### src/rtl/alien_bomb.sv
// Alien return fire: picks a live column, drops one bomb from its lowest alien,
// and detects a bomb/player collision that costs the player a life.
module alien_bomb #(
  parameter int Fire_Interval      = 40,
  parameter int Bomb_Speed         = 4,
  parameter int AlienWidth         = 30,
  parameter int AlienHeight        = 20,
  parameter int AlienWidthSpacing  = 10,
  parameter int AlienHeightSpacing = 10,
  parameter int PlayerWidth        = 30,
  parameter int PlayerHeight       = 20,
  parameter int BombWidth          = 10,
  parameter int BombHeight         = 20,
  parameter int Start_Lives        = 3
) (
  input  logic        Clk,
  input  logic        Reset_n,
  input  logic        Tick,
  input  logic [49:0] Aliens_Grid,
  input  logic [8:0]  Aliens_Row,
  input  logic [9:0]  Aliens_Col,
  input  logic [8:0]  Player_Row,
  input  logic [9:0]  Player_Col,
  output logic [8:0]  Bomb_Row,
  output logic [9:0]  Bomb_Col,
  output logic        Bomb_Active,
  output logic        Player_Hit,
  output logic [1:0]  Lives,
  output logic        Game_Over,
  output logic [2:0]  State_Dbg
);

  localparam int CNT_W = (Fire_Interval > 2) ? $clog2(Fire_Interval) : 1;
  localparam logic [8:0] ROW_PARK = 9'd500;
  localparam logic [9:0] COL_PARK = 10'd350;

  typedef enum logic [2:0] {
    ST_WAIT = 3'd0,
    ST_PICK = 3'd1,
    ST_SCAN = 3'd2,
    ST_FALL = 3'd3,
    ST_HIT  = 3'd4
  } state_t;

  state_t           state_q;
  logic [CNT_W-1:0] cnt_q;
  logic [15:0]      lfsr_q, lfsr_d;
  logic [3:0]       c0_q, c0_d;
  logic [3:0]       idx_q;
  logic [8:0]       bomb_row_q;
  logic [9:0]       bomb_col_q;
  logic             active_q;
  logic             hit_q;
  logic [1:0]       lives_q;

  logic [4:0]  scan_sum;
  logic [3:0]  scan_col;
  logic        found;
  logic [2:0]  found_row;
  logic [9:0]  col_calc;
  logic [8:0]  row_calc;
  logic [9:0]  next_row;
  logic        collide;
  logic [10:0] b_col, b_row, p_col, p_row;

  // Right-shifting Fibonacci form of taps 16,14,13,11.
  assign lfsr_d = {lfsr_q[0] ^ lfsr_q[2] ^ lfsr_q[3] ^ lfsr_q[5], lfsr_q[15:1]};
  assign c0_d   = (lfsr_q[3:0] >= 4'd10) ? lfsr_q[3:0] - 4'd10 : lfsr_q[3:0];

  assign scan_sum = {1'b0, c0_q} + {1'b0, idx_q};
  assign scan_col = (scan_sum >= 5'd10) ? 4'(scan_sum - 5'd10) : scan_sum[3:0];

  // Ascending loop leaves the lowest (largest-row) live alien in the column.
  always_comb begin
    found     = 1'b0;
    found_row = 3'd0;
    for (int r = 0; r < 5; r++) begin
      if (Aliens_Grid[6'(r * 10) + {2'b00, scan_col}]) begin
        found     = 1'b1;
        found_row = 3'(r);
      end
    end
  end

  assign col_calc = Aliens_Col + 10'(scan_col) * 10'(AlienWidth + AlienWidthSpacing)
                  + 10'((AlienWidth - BombWidth) / 2);
  assign row_calc = Aliens_Row + 9'(found_row) * 9'(AlienHeight + AlienHeightSpacing)
                  + 9'(AlienHeight);
  assign next_row = {1'b0, bomb_row_q} + 10'(Bomb_Speed);

  assign b_col = {1'b0, bomb_col_q};
  assign b_row = {2'b00, bomb_row_q};
  assign p_col = {1'b0, Player_Col};
  assign p_row = {2'b00, Player_Row};
  assign collide = (b_col < p_col + 11'(PlayerWidth)) && (b_col + 11'(BombWidth) > p_col) &&
                   (b_row < p_row + 11'(PlayerHeight)) && (b_row + 11'(BombHeight) > p_row);

  always_ff @(posedge Clk or negedge Reset_n) begin
    if (!Reset_n) begin
      state_q    <= ST_WAIT;
      cnt_q      <= '0;
      lfsr_q     <= 16'hACE1;
      c0_q       <= 4'd0;
      idx_q      <= 4'd0;
      bomb_row_q <= ROW_PARK;
      bomb_col_q <= COL_PARK;
      active_q   <= 1'b0;
      hit_q      <= 1'b0;
      lives_q    <= 2'(Start_Lives);
    end else begin
      lfsr_q <= lfsr_d;
      case (state_q)
        ST_WAIT: begin
          if (Tick && !Game_Over) begin
            if (cnt_q == CNT_W'(Fire_Interval - 1)) begin
              cnt_q   <= '0;
              state_q <= ST_PICK;
            end else begin
              cnt_q <= cnt_q + 1'b1;
            end
          end
        end
        ST_PICK: begin
          c0_q    <= c0_d;
          idx_q   <= 4'd0;
          state_q <= ST_SCAN;
        end
        ST_SCAN: begin
          if (found) begin
            bomb_col_q <= col_calc;
            bomb_row_q <= row_calc;
            active_q   <= 1'b1;
            state_q    <= ST_FALL;
          end else if (idx_q == 4'd9) begin
            state_q <= ST_WAIT;
          end else begin
            idx_q <= idx_q + 4'd1;
          end
        end
        ST_FALL: begin
          // A hit wins over a same-cycle move.
          if (collide) begin
            hit_q      <= 1'b1;
            active_q   <= 1'b0;
            bomb_row_q <= ROW_PARK;
            lives_q    <= (lives_q == 2'd0) ? 2'd0 : lives_q - 2'd1;
            state_q    <= ST_HIT;
          end else if (Tick) begin
            if (next_row >= 10'd480) begin
              active_q   <= 1'b0;
              bomb_row_q <= ROW_PARK;
              state_q    <= ST_WAIT;
            end else begin
              bomb_row_q <= next_row[8:0];
            end
          end
        end
        ST_HIT: begin
          hit_q   <= 1'b0;
          cnt_q   <= '0;
          state_q <= ST_WAIT;
        end
        default: state_q <= ST_WAIT;
      endcase
    end
  end

  assign Bomb_Row    = bomb_row_q;
  assign Bomb_Col    = bomb_col_q;
  assign Bomb_Active = active_q;
  assign Player_Hit  = hit_q;
  assign Lives       = lives_q;
  assign Game_Over   = (lives_q == 2'd0);
  assign State_Dbg   = state_q;

endmodule

### config.mk
export PLATFORM = sky130hd
export DESIGN_NAME = alien_bomb
export DESIGN_NICKNAME = d
export VERILOG_FILES = /design/src/rtl/alien_bomb.sv
export SDC_FILE = /design/constraint.sdc
export NUM_CORES = 1
export LEC_CHECK = 0
export ABC_AREA = 1
export CAP_MARGIN = 5
export CORE_AREA = 2 2 134 136
export DETAILED_ROUTE_END_ITERATION = 12
export DIE_AREA = 0 0 136 138
export GPL_ROUTABILITY_DRIVEN = 0
export PLACE_DENSITY = 0.6
export RECOVER_POWER = 100
export SYNTH_ARGS = -nofsm -noshare
export SYNTH_HDL_FRONTEND = slang
export SYNTH_SLANG_ARGS = --single-unit
### constraint.sdc
create_clock -name Clk -period 5.7 [get_ports Clk]
set_input_delay 0.57 -clock Clk [delete_from_list [all_inputs] [get_ports Clk]]
set_output_delay 0.57 -clock Clk [all_outputs]
set_load 0.01 [all_outputs]
==> summary.md <==
| Metric | Value |
|---|---|
| CORE AREA | `17500 um^2` |
| Fmax | `0.184 GHz` |
| Num rows | `49` |
| Overall routed net length | `14.8 mm` |
| Port Buffer Count | `117` |
| Final Util | `45.6%` |
| Cell variety after synth | `49` |
| Starting Density | `34.0%` |
| Ant diodes | `0` |
| DRT antenna net count | `0` |
| GRT Residual Overflow | `0` |
| Synthesized area per cell | `7.18 um^2` |
| Endpoints failing hold | `0` |
| DR vias/cell | `4.66` |
| Largest net degree at the start of global routing | `57` |
| Logic pwr share | `80.9%` |
| Internal power | `2.74 mW` |
| Placed instance area | `7470 um^2` |
| Iter 0 DRT Violations | `232` |
| Kind of path behind the tightest hold check | `reg -> reg` |
| Clock transition at path regs | `0.08 ns` |
| Worst EP required | `5.94 ns` |
| Die ar. | `18800 um^2` |
| Leading area contributor after synthesis | `ha_1` |
| CTS tree | `built` |
| CP Class | `reg -> reg` |
| Finished Cell Area | `8000 um^2` |
| Failing checks | `max-capacitance violations, max-slew violations` |
| Antenna violations before repair | `0` |
| Pwr Total | `5.33 mW` |
| FFs w/ async S/R, synth | `100%` |
| Switching Share | `48.6%` |
| Crit-path max FO | `5` |
| Post-detail-place hpwl | `12.0 mm` |
| Worst EP arrival | `5.66 ns` |
| Slew @ Worst Pin | `2.95 ns` |
| Clk network pwr share | `5.9%` |
| Syn Std Cell Area | `5970 um^2` |
| Via count | `5632` |
| #FFs+latches synth | `56` |
| Setup violators final | `0` |
| Hold_ws | `0.349 ns` |
| First-pass GRT wire length | `24.1 mm` |
| Worst relative slew slack | `-96.8%` |
| Worst Setup Start Kind | `flip-flop` |
| Synth warnings | `0` |
| Static Leak | `3.92 nW` |
| Final period util | `95.2%` |
| Primary FF master, synth | `dfrtp_1` |
| Max clock buf depth | `2` |
| Max-slew violation count | `57` |
| # IOs | `118` |
| Crit. End Element | `flip-flop` |
| RSZ-0062 raised after global routing | `true` |
| Synth top area share | `17.4%` |
| All-Layer GR Usage | `15.4%` |
| Status | `finished, violations left` |
| Nets@finish | `1155` |
| Worst skew pair latency | `0.30 ns` |
| Most frequent cells in the layout | `nand2_1 (193), inv_1 (104), clkdlybuf4s50_1 (99)` |
| Critical path's largest stage delay | `0.58 ns` |
| Sequential Power Share | `13.2%` |
| Largest cells by area after synthesis | `ha_1 (17%), dfrtp_1 (14%), nand2_1 (13%), dfstp_2 (9.7%), inv_1 (7.1%)` |
| Syn Inst Count | `831` |
| Drt wl/cell | `12.3 um` |
| Fin crit period | `5.43 ns` |
| Final std cells w/o fill | `1208` |
| Drt drc | `0` |
| Net Switching | `2.59 mW` |
| Pwr Density | `666 nW/um^2` |
| Post-synth EDFFs | `0` |
| Dpl cells | `1181` |
| Die Y-Extent | `138 um` |
| VDD IR max | `0.478 mV` |
| CTS sink cnt | `56` |
| Num CTS Buffers | `5` |
| Highest-delay cell along the critical path | `fa_2` |
| Layout area overhead | `34.0%` |
| Max Cap Viol | `1` |
| Clk root buf | `clkbuf_16` |
| Commonest non-fill, non-tap cell in the layout | `nand2_1` |
| Post-synthesis sequential area ratio | `24.0%` |
| Post-Syn Nets | `1008` |
| Chip width | `136 um` |
| Drt pass-1 iters | `4` |
| R2R depth | `37` |
| Layout cells sized above 1 | `15.2%` |
| Hold path cells | `0` |
| Number of H-tree levels | `2` |
| Vias in the first global route | `5239` |
| Clk_skew | `0.00681 ns` |
==> logic make-up (layout without fill, tap and decap cells) <==
group                    Yosys count  after routing  share of synthesized area [%]
AO/OA/AOI/OAI                    105            105                           10.2
XOR/XNOR                          50             50                           7.34
adder cells (fa/ha/maj)           86             86                           18.4
buffers and inverters            131            278                           9.23
flip-flops                        56             56                           24.0
multiplexers                      10             10                           1.68
other                              1              1                         0.0629
AND/OR/NAND/NOR                  392            393                           29.2
==> per-stage QoR <==
step,setup slack [ns],setup TNS [ns]
finish,0.275,0
global route,-0.174,-0.196
CTS,0.00696,0
detailed placement,-0.0830,-0.117
global placement,0.0549,0
floorplan,0.0518,0
==> metal layers <==
metal	global-route usage [%]	vias to the layer above	share of wire [%]
met5	0	-	0
met1	20.8	2481	47
met4	3.67	0	1.8
li1	-	3001	-
met3	1.43	22	3.7
met2	26.6	128	48
==> flip-flops by register name, indices dropped and copies added, names as in the netlist <==
register and count:
c0_q 4, State_Dbg 3, Player_Hit 1, cnt_q 6
Bomb_Row 9, Bomb_Active 1, Bomb_Col 10, Lives 2
idx_q 4, lfsr_q 16
==> cells in the mapped netlist (all sizes together), types with 5 or more instances <==
cell type  number
a21oi          33
a31oi           5
buf            12
dfrtp          34
dfstp          22
ha             83
inv           115
mux2i          10
nand2         222
nand3          70
nand3b          5
nand4           8
nor2           60
nor3           12
o211ai          6
o21a            6
o21ai          40
or2             9
xnor2          12
xor2           38
==> critical path, delay by kind of cell (launching register included) <==
kind	cells	cell delay, ns
AO/OA/AOI/OAI	3	0.53
XOR/XNOR	2	0.33
adder cells (fa/ha/maj)	8	2.30
buffers and inverters	4	0.19
flip-flops	1	0.38
AND/OR/NAND/NOR	20	1.62
==> cell type report <==
| class | instances | area [um^2] |
|---|---|---|
| clock inverters | 3 | 22.5 |
| fillers | 1819 | 9540 |
| inverters | 116 | 440 |
| flip-flops and latches | 56 | 1430 |
| well taps | 229 | 287 |
| multi-input cells | 645 | 4220 |
| repair buffers | 154 | 1470 |
| clock buffers | 5 | 125 |
==> repair_timing <==
item | CTS | global route
pin swaps | 2 | 26
setup buffers | 1 | 17
setup endpoints to repair | 3 | 5
gates cloned | 0 | 1
resized for setup | 11 | 59
hold buffers | 0 | 0
==> power by group through the flow <==
stage,Clock [mW],Sequential (mW),Combinational [mW]
final,0.313,0.704,4.31
after global routing,0.335,0.728,4.91
after CTS,0.322,0.708,3.95
after detailed placement,0,0.714,3.89
after global placement,0,0.713,3.88
after floorplan,0,0.707,2.85
==> worst paths after layout <==
| path | startpoint | end | slack (ns) |
|---|---|---|---|
| worst max-delay path | c0_q[0]$_DFFE_PN0P_ | Bomb_Row[7]$_DFFE_PN1P_ | 0.27 |
| worst min-delay path | lfsr_q[9]$_DFF_PN0_ | lfsr_q[8]$_DFF_PN0_ | 0.35 |
| worst max register to register | c0_q[0]$_DFFE_PN0P_ | Bomb_Row[7]$_DFFE_PN1P_ | 0.27 |
| worst min register to register | lfsr_q[9]$_DFF_PN0_ | lfsr_q[8]$_DFF_PN0_ | 0.35 |
| max in group asynchronous | Reset_n | Bomb_Row[3]$_DFFE_PN0P_ | 2.71 |
| min in group asynchronous | Reset_n | Bomb_Col[0]$_DFFE_PN0P_ | 1.32 |
Power figures use the tool's default switching activity.
